==> config.mk <==
export PLATFORM = sky130hd
export DESIGN_NAME = axis_multi_fifo
export DESIGN_NICKNAME = d
export VERILOG_FILES = /design/src/rtl/axis_multi_fifo_pkg.sv /design/src/rtl/axis_fifo_ch.sv /design/src/rtl/axis_multi_fifo.sv
export SDC_FILE = /design/constraint.sdc
export NUM_CORES = 2
export LEC_CHECK = 0
export ABC_AREA = 0
export BUFFER_PORTS_ARGS = -buffer_cell sky130_fd_sc_hd__buf_2
export CORE_MARGIN = 10
export CORE_UTILIZATION = 45
export DETAILED_ROUTE_END_ITERATION = 6
export SKIP_CTS_REPAIR_TIMING = 1
export SYNTH_ARGS = -nofsm -noshare
export SYNTH_HDL_FRONTEND = slang
export SYNTH_SLANG_ARGS = --single-unit
==> constraint.sdc <==
create_clock -name ap_clk -period 9.44 [get_ports ap_clk]
set_clock_uncertainty 0.1 [all_clocks]
set_input_delay 0 -clock ap_clk [delete_from_list [all_inputs] [get_ports ap_clk]]
set_output_delay 0 -clock ap_clk [all_outputs]
set_load 0.005 [all_outputs]
==> src/rtl/axis_multi_fifo_pkg.sv <==
// Shared sizing helpers and entry layout for the AXI4-Stream FIFO bank.
// An entry is packed as {tlast, tkeep, tdata}, with tdata in the low bits.
package axis_multi_fifo_pkg;

    // Ceiling log2; returns 0 for values of 0 or 1.
    function automatic int clog2(input int value);
        int result;
        result = 0;
        while ((1 << result) < value) begin
            result++;
        end
        return result;
    endfunction

    // Pointer width: one extra MSB separates full from empty.
    function automatic int ptr_width(input int depth);
        return clog2(depth) + 1;
    endfunction

    // Width of one stored beat: tdata + tkeep + tlast.
    function automatic int entry_width(input int dwidth);
        return dwidth + dwidth / 8 + 1;
    endfunction

    // Bit offsets of each field inside an entry.
    function automatic int tdata_lsb(input int dwidth);
        return 0;
    endfunction

    function automatic int tkeep_lsb(input int dwidth);
        return dwidth;
    endfunction

    function automatic int tlast_bit(input int dwidth);
        return dwidth + dwidth / 8;
    endfunction

    // Default-configuration constants for status/host logic that sizes its
    // own buses from the standard kernel configuration.
    localparam int DEF_DWIDTH = 64;
    localparam int DEF_DEPTH  = 16;
    localparam int PTR_W      = ptr_width(DEF_DEPTH);
    localparam int ENT_W      = entry_width(DEF_DWIDTH);

endpackage

==> src/rtl/axis_fifo_ch.sv <==
// Single-channel FWFT AXI4-Stream FIFO with optional store-and-forward mode.
// In packet mode a deadlock guard streams an oversize packet through once the
// buffer is full without holding a complete packet.
module axis_fifo_ch
    import axis_multi_fifo_pkg::*;
#(
    parameter int   DWIDTH    = 64,
    parameter int   DEPTH     = 16,
    parameter bit   PKT_MODE  = 1'b0,
    parameter int   AF_THRESH = DEPTH - 2,
    localparam int  CH_PTR_W  = ptr_width(DEPTH)
) (
    input  logic                  ap_clk,
    input  logic                  ap_rst_n,
    input  logic                  s_tvalid,
    output logic                  s_tready,
    input  logic [DWIDTH-1:0]     s_tdata,
    input  logic [DWIDTH/8-1:0]   s_tkeep,
    input  logic                  s_tlast,
    output logic                  m_tvalid,
    input  logic                  m_tready,
    output logic [DWIDTH-1:0]     m_tdata,
    output logic [DWIDTH/8-1:0]   m_tkeep,
    output logic                  m_tlast,
    output logic [CH_PTR_W-1:0]   count,
    output logic                  almost_full,
    output logic [CH_PTR_W-1:0]   pkt_count
);

    localparam int CH_ENT_W = entry_width(DWIDTH);
    localparam int ADDR_W   = CH_PTR_W - 1;
    localparam int DATA_LSB = tdata_lsb(DWIDTH);
    localparam int KEEP_LSB = tkeep_lsb(DWIDTH);
    localparam int LAST_BIT = tlast_bit(DWIDTH);
    localparam logic [CH_PTR_W-1:0] DEPTH_V = CH_PTR_W'(DEPTH);
    localparam logic [CH_PTR_W-1:0] AF_V    = CH_PTR_W'(AF_THRESH);

    logic [CH_ENT_W-1:0] mem [DEPTH];
    logic [CH_ENT_W-1:0] head;
    logic [CH_PTR_W-1:0] wr_ptr, rd_ptr;
    logic [CH_PTR_W-1:0] count_q, count_d;
    logic [CH_PTR_W-1:0] pkt_q, pkt_d;
    logic                ready_q;
    logic                cut_q, cut_d;
    logic                cut_through;
    logic                wr_en, rd_en;

    assign wr_en = s_tvalid & ready_q;
    assign rd_en = m_tvalid & m_tready;

    // FWFT: the head entry is always presented without a read request.
    assign head    = mem[rd_ptr[ADDR_W-1:0]];
    assign m_tdata = head[DATA_LSB +: DWIDTH];
    assign m_tkeep = head[KEEP_LSB +: DWIDTH/8];
    assign m_tlast = head[LAST_BIT];

    // Full buffer with no complete packet inside would never drain otherwise.
    assign cut_through = cut_q | ((count_q == DEPTH_V) && (pkt_q == '0));

    assign m_tvalid    = PKT_MODE ? ((pkt_q != '0) | (cut_through & (count_q != '0)))
                                  : (count_q != '0);
    assign s_tready    = ready_q;
    assign count       = count_q;
    assign pkt_count   = pkt_q;
    assign almost_full = (count_q >= AF_V);

    // Next occupancy, packet count and cut-through state from this cycle's handshakes.
    always_comb begin
        // NOTE: every output of this block is given a default first so that no
        // path leaves a variable unassigned and no latch is inferred.
        count_d = count_q;
        pkt_d   = pkt_q;
        cut_d   = cut_q;
        case ({wr_en, rd_en})
            2'b10:   count_d = count_q + 1'b1;
            2'b01:   count_d = count_q - 1'b1;
            default: count_d = count_q;
        endcase
        case ({wr_en & s_tlast, rd_en & m_tlast})
            2'b10:   pkt_d = pkt_q + 1'b1;
            2'b01:   pkt_d = pkt_q - 1'b1;
            default: pkt_d = pkt_q;
        endcase
        if (rd_en && m_tlast) begin
            cut_d = 1'b0;
        end else if ((count_q == DEPTH_V) && (pkt_q == '0)) begin
            cut_d = 1'b1;
        end
    end

    // Control state: pointers, counters, registered ready and cut-through flag.
    always_ff @(posedge ap_clk or negedge ap_rst_n) begin
        // NOTE: state is updated with non-blocking assignments so every register
        // samples the pre-edge values, independent of statement order.
        if (!ap_rst_n) begin
            wr_ptr  <= '0;
            rd_ptr  <= '0;
            count_q <= '0;
            pkt_q   <= '0;
            cut_q   <= 1'b0;
            ready_q <= 1'b0;
        end else begin
            if (wr_en) wr_ptr <= wr_ptr + 1'b1;
            if (rd_en) rd_ptr <= rd_ptr + 1'b1;
            count_q <= count_d;
            pkt_q   <= pkt_d;
            cut_q   <= cut_d;
            ready_q <= (count_d < DEPTH_V);
        end
    end

    // Beat storage written on an accepted input beat.
    always_ff @(posedge ap_clk) begin
        // NOTE: the storage array has no reset; reset clears the pointers, so
        // stale entries are never presented and the array can map onto RAM.
        if (wr_en) begin
            mem[wr_ptr[ADDR_W-1:0]] <= {s_tlast, s_tkeep, s_tdata};
        end
    end

endmodule

==> src/rtl/axis_multi_fifo.sv <==
// N-channel AXI4-Stream FIFO bank: independent per-channel FWFT queues on
// flattened buses, each optionally in store-and-forward packet mode.
module axis_multi_fifo
    import axis_multi_fifo_pkg::*;
#(
    parameter int                NUM_CH    = 2,
    parameter int                DWIDTH    = 64,
    parameter int                DEPTH     = 16,
    parameter logic [NUM_CH-1:0] PKT_MODE  = '0,
    parameter int                AF_THRESH = DEPTH - 2,
    localparam int               TOP_PTR_W = ptr_width(DEPTH)
) (
    input  logic                          ap_clk,
    input  logic                          ap_rst_n,
    input  logic [NUM_CH-1:0]             s_tvalid,
    output logic [NUM_CH-1:0]             s_tready,
    input  logic [NUM_CH*DWIDTH-1:0]      s_tdata,
    input  logic [NUM_CH*DWIDTH/8-1:0]    s_tkeep,
    input  logic [NUM_CH-1:0]             s_tlast,
    output logic [NUM_CH-1:0]             m_tvalid,
    input  logic [NUM_CH-1:0]             m_tready,
    output logic [NUM_CH*DWIDTH-1:0]      m_tdata,
    output logic [NUM_CH*DWIDTH/8-1:0]    m_tkeep,
    output logic [NUM_CH-1:0]             m_tlast,
    output logic [NUM_CH*TOP_PTR_W-1:0]   count,
    output logic [NUM_CH-1:0]             almost_full,
    output logic [NUM_CH*TOP_PTR_W-1:0]   pkt_count
);

    localparam int KW = DWIDTH / 8;

    for (genvar i = 0; i < NUM_CH; i++) begin : g_ch
        axis_fifo_ch #(
            .DWIDTH    (DWIDTH),
            .DEPTH     (DEPTH),
            .PKT_MODE  (PKT_MODE[i]),
            .AF_THRESH (AF_THRESH)
        ) u_ch (
            .ap_clk      (ap_clk),
            .ap_rst_n    (ap_rst_n),
            .s_tvalid    (s_tvalid[i]),
            .s_tready    (s_tready[i]),
            .s_tdata     (s_tdata[i*DWIDTH +: DWIDTH]),
            .s_tkeep     (s_tkeep[i*KW +: KW]),
            .s_tlast     (s_tlast[i]),
            .m_tvalid    (m_tvalid[i]),
            .m_tready    (m_tready[i]),
            .m_tdata     (m_tdata[i*DWIDTH +: DWIDTH]),
            .m_tkeep     (m_tkeep[i*KW +: KW]),
            .m_tlast     (m_tlast[i]),
            .count       (count[i*TOP_PTR_W +: TOP_PTR_W]),
            .almost_full (almost_full[i]),
            .pkt_count   (pkt_count[i*TOP_PTR_W +: TOP_PTR_W])
        );
    end

endmodule

==> run_results.csv <==
group,metric,value,unit
die,io_pins,324,
pwr,power_density,290,nW/um^2
die,die_area,218000,um^2
route,drc,0,
synthesis,synth.area.top_cells,"edfxtp_1 (78%), mux4_2 (15%), a22oi_1 (2.4%), dfrtp_1 (1.1%), nand2_1 (0.70%)",
setup_path,cp.required,9340,ps
hold_path,hold_path.class,"in2reg",
sta,tightest_slew,1190,ps
route,vias,42700,
clock_network,cts_buffers,233,
clock_network,tritoncts,"built",
synthesis,synth-seq-cells,2374,
route,drt-total-wl,213,mm
die,die_w,467,um
route,dr.first_iter.drc_count,4391,
pwr,p_leak,33.7,nW
place,port-buffer-count,323,
synthesis,synth_fp_nets,4020,
global_routing,overflow,0,
sta,fin_crit_sh,52.1,%
pwr,power,0.0303,W
die,core_area,198000,um^2
clock_network,htreeDepth,4,
setup_path,arrival,4820,ps
run_status,status,"finished clean",
setup_path,crit_fanout,48,
synthesis,synth_top_area_cell,"edfxtp_1",
synthesis,synth_cells,3838,
clock_network,clkLatencyLatePin,880,ps
clock_network,cts_buffer_depth,3,
sta,fin_setup_tns,0,ps
synthesis,synth_enable_flop_cells,2336,
sta,fin_crit,4920,ps
place,place_congestion,0.717,
route,wl_per_cell,28.8,um
route,avgViaCountPerCell,5.77,
synthesis,synth.distinct_cells,40,
setup_path,worstSetupEndpointType,"output pin",
sta,fmax,203,MHz
clock_network,clkTransAtPathRegs,60,ps
layout,layout_common_cells,"edfxtp_1 (2336), mux4_2 (584), buf_2 (323)",
setup_path,worstSetupPathType,"reg2out",
global_routing,grt_start_max_net_pins,146,
global_routing,antenna_found_initial,27,
die,die_h,467,um
layout,final_common_cell,"edfxtp_1",
die,fp-row-count,163,
job,timing.max_cap.violations,0,
route,first_pass_iters,5,
synthesis,synthArstFlopShare,1.60,%
place,dp_hpwl,104,mm
layout,drive_above_1_share,28.7,%
sta,setup_viol,0,
sta,slew_viol_final,0,
synthesis,ys_seq_area_share,79.2,%
synthesis,synth_top_area_share,78.2,%
synthesis,synth_area_per_cell,23.4,um^2
sta,slew-limit-headroom,20.9,%
sta,rsz0062_at_grt,"false",
global_routing,grt_pass1_wl,307,mm
layout,nets,4729,
synthesis,ys.flop_type,"edfxtp_1",
layout,area_growth,16.7,%
global_routing,grt_usage,19.2,%
die,start_util,45.4,%
synthesis,synth_area,89700,um^2
clock_network,cts.sinks,2374,
layout,finish.utilization,52.9,%
clock_network,root_buffer,"clkbuf_16",
setup_path,worstSetupStartpointType,"flop",
sta,hold_violations,0,
route,final_antenna_net_count,0,
global_routing,first_global_vias,43800,
pwr,ir_drop,0.196,mV
synthesis,ys_warn_count,0,
[final timing paths]
kind | startpoint | endpoint | slack, ps | depth (start not counted)
setup / recovery | g_ch[0].u_ch.rd_ptr[0] | m_tdata[43] | 4520 | 6
hold / removal | s_tdata[86] | g_ch[1].u_ch.mem[3][22] | 20 | 2
setup reg to reg | g_ch[0].u_ch.rd_ptr[0] | g_ch[0].u_ch.pkt_count[4] | 4850 | 10
hold reg to reg | g_ch[1].u_ch.wr_ptr[2] | g_ch[1].u_ch.wr_ptr[2] | 420 | 1
max in group asynchronous | ap_rst_n | g_ch[0].u_ch.rd_ptr[0] | 8840 | 4
min in group asynchronous | ap_rst_n | g_ch[1].u_ch.count[0] | 130 | 4
[where the power goes]
| part | internal (W) | leakage [nW] | switching [W] |
|---|---|---|---|
| combinational | 0.00371 | 8.58 | 0.00475 |
| sequential | 0.0124 | 21.5 | 0.000458 |
| clock | 0.00504 | 3.59 | 0.00394 |
| total | 0.0212 | 33.7 | 0.00915 |
[cell families after synthesis]
logic type	count (synthesis)	share of synthesized area, %
AO/OA/AOI/OAI	332	2.73
XOR/XNOR	24	0.234
adder cells (fa/ha/maj)	30	0.452
buffers and inverters	233	1.35
flip-flops	2374	79.2
multiplexers	594	14.8
AND/OR/NAND/NOR	251	1.21
[critical path: stages, from the launching register on]
cell	delay, ps
dfrtp_4	1010
buf_4	780
buf_4	860
mux4_2	610
a22oi_1	210
nand2_1	190
buf_2	180
[cells in the mapped netlist, types with 13 or more instances]
master / number
a22oi_1: 288
and2_1: 15
buf_1: 36
buf_2: 34
buf_4: 27
buf_6: 26
clkbuf_1: 90
dfrtp_1: 38
edfxtp_1: 2336
ha_1: 26
inv_1: 20
mux4_2: 584
nand2_1: 168
nor2_1: 19
o21ai_0: 13
xnor2_1: 17
[state kept, by name, indices dropped and copies added, names as in the netlist, named ones only]
signal	count
g_ch.u_ch.mem	2336
g_ch.u_ch.s_tready	2
g_ch.u_ch.wr_ptr	8
g_ch.u_ch.count	8
g_ch.u_ch.pkt_count	10
g_ch.u_ch.rd_ptr	8
[layout make-up]
type | instances | area [um^2]
fillers | 15300 | 93100
flip-flops and latches | 2374 | 71100
multi-input cells | 1231 | 17600
clock inverters | 144 | 1270
well taps | 2640 | 3300
inverters | 20 | 75.1
diodes | 12 | 30.0
clock buffers | 296 | 6140
repair buffers | 687 | 5120
[metrics by stage]
step | cells | hold WS (ps) | worst slack, ps | area, um^2
final | 7404 | 23.6 | 4520 | 105000
after global routing | 7397 | 0.650 | 4060 | 105000
after CTS | 7106 | -841 | 4280 | 102000
after detailed placement | 6666 | 113 | 4710 | 94400
after global placement | 6666 | 98.4 | 4670 | 94400
after floorplan | 3838 | -396 | 2900 | 89700
[routing by layer]
| layer | part of all wire [%] | routed length [um] | GRT usage, % | vias to the layer above |
|---|---|---|---|---|
| met5 | 0.065 | 138 | 0 | - |
| met4 | 2.2 | 4700 | 5.38 | 26 |
| met3 | 6.3 | 13400 | 4.32 | 304 |
| met2 | 50 | 107000 | 31.9 | 1321 |
| met1 | 41 | 88300 | 25.6 | 23200 |
| li1 | - | - | - | 17900 |
(Power assumes the default switching activity.)
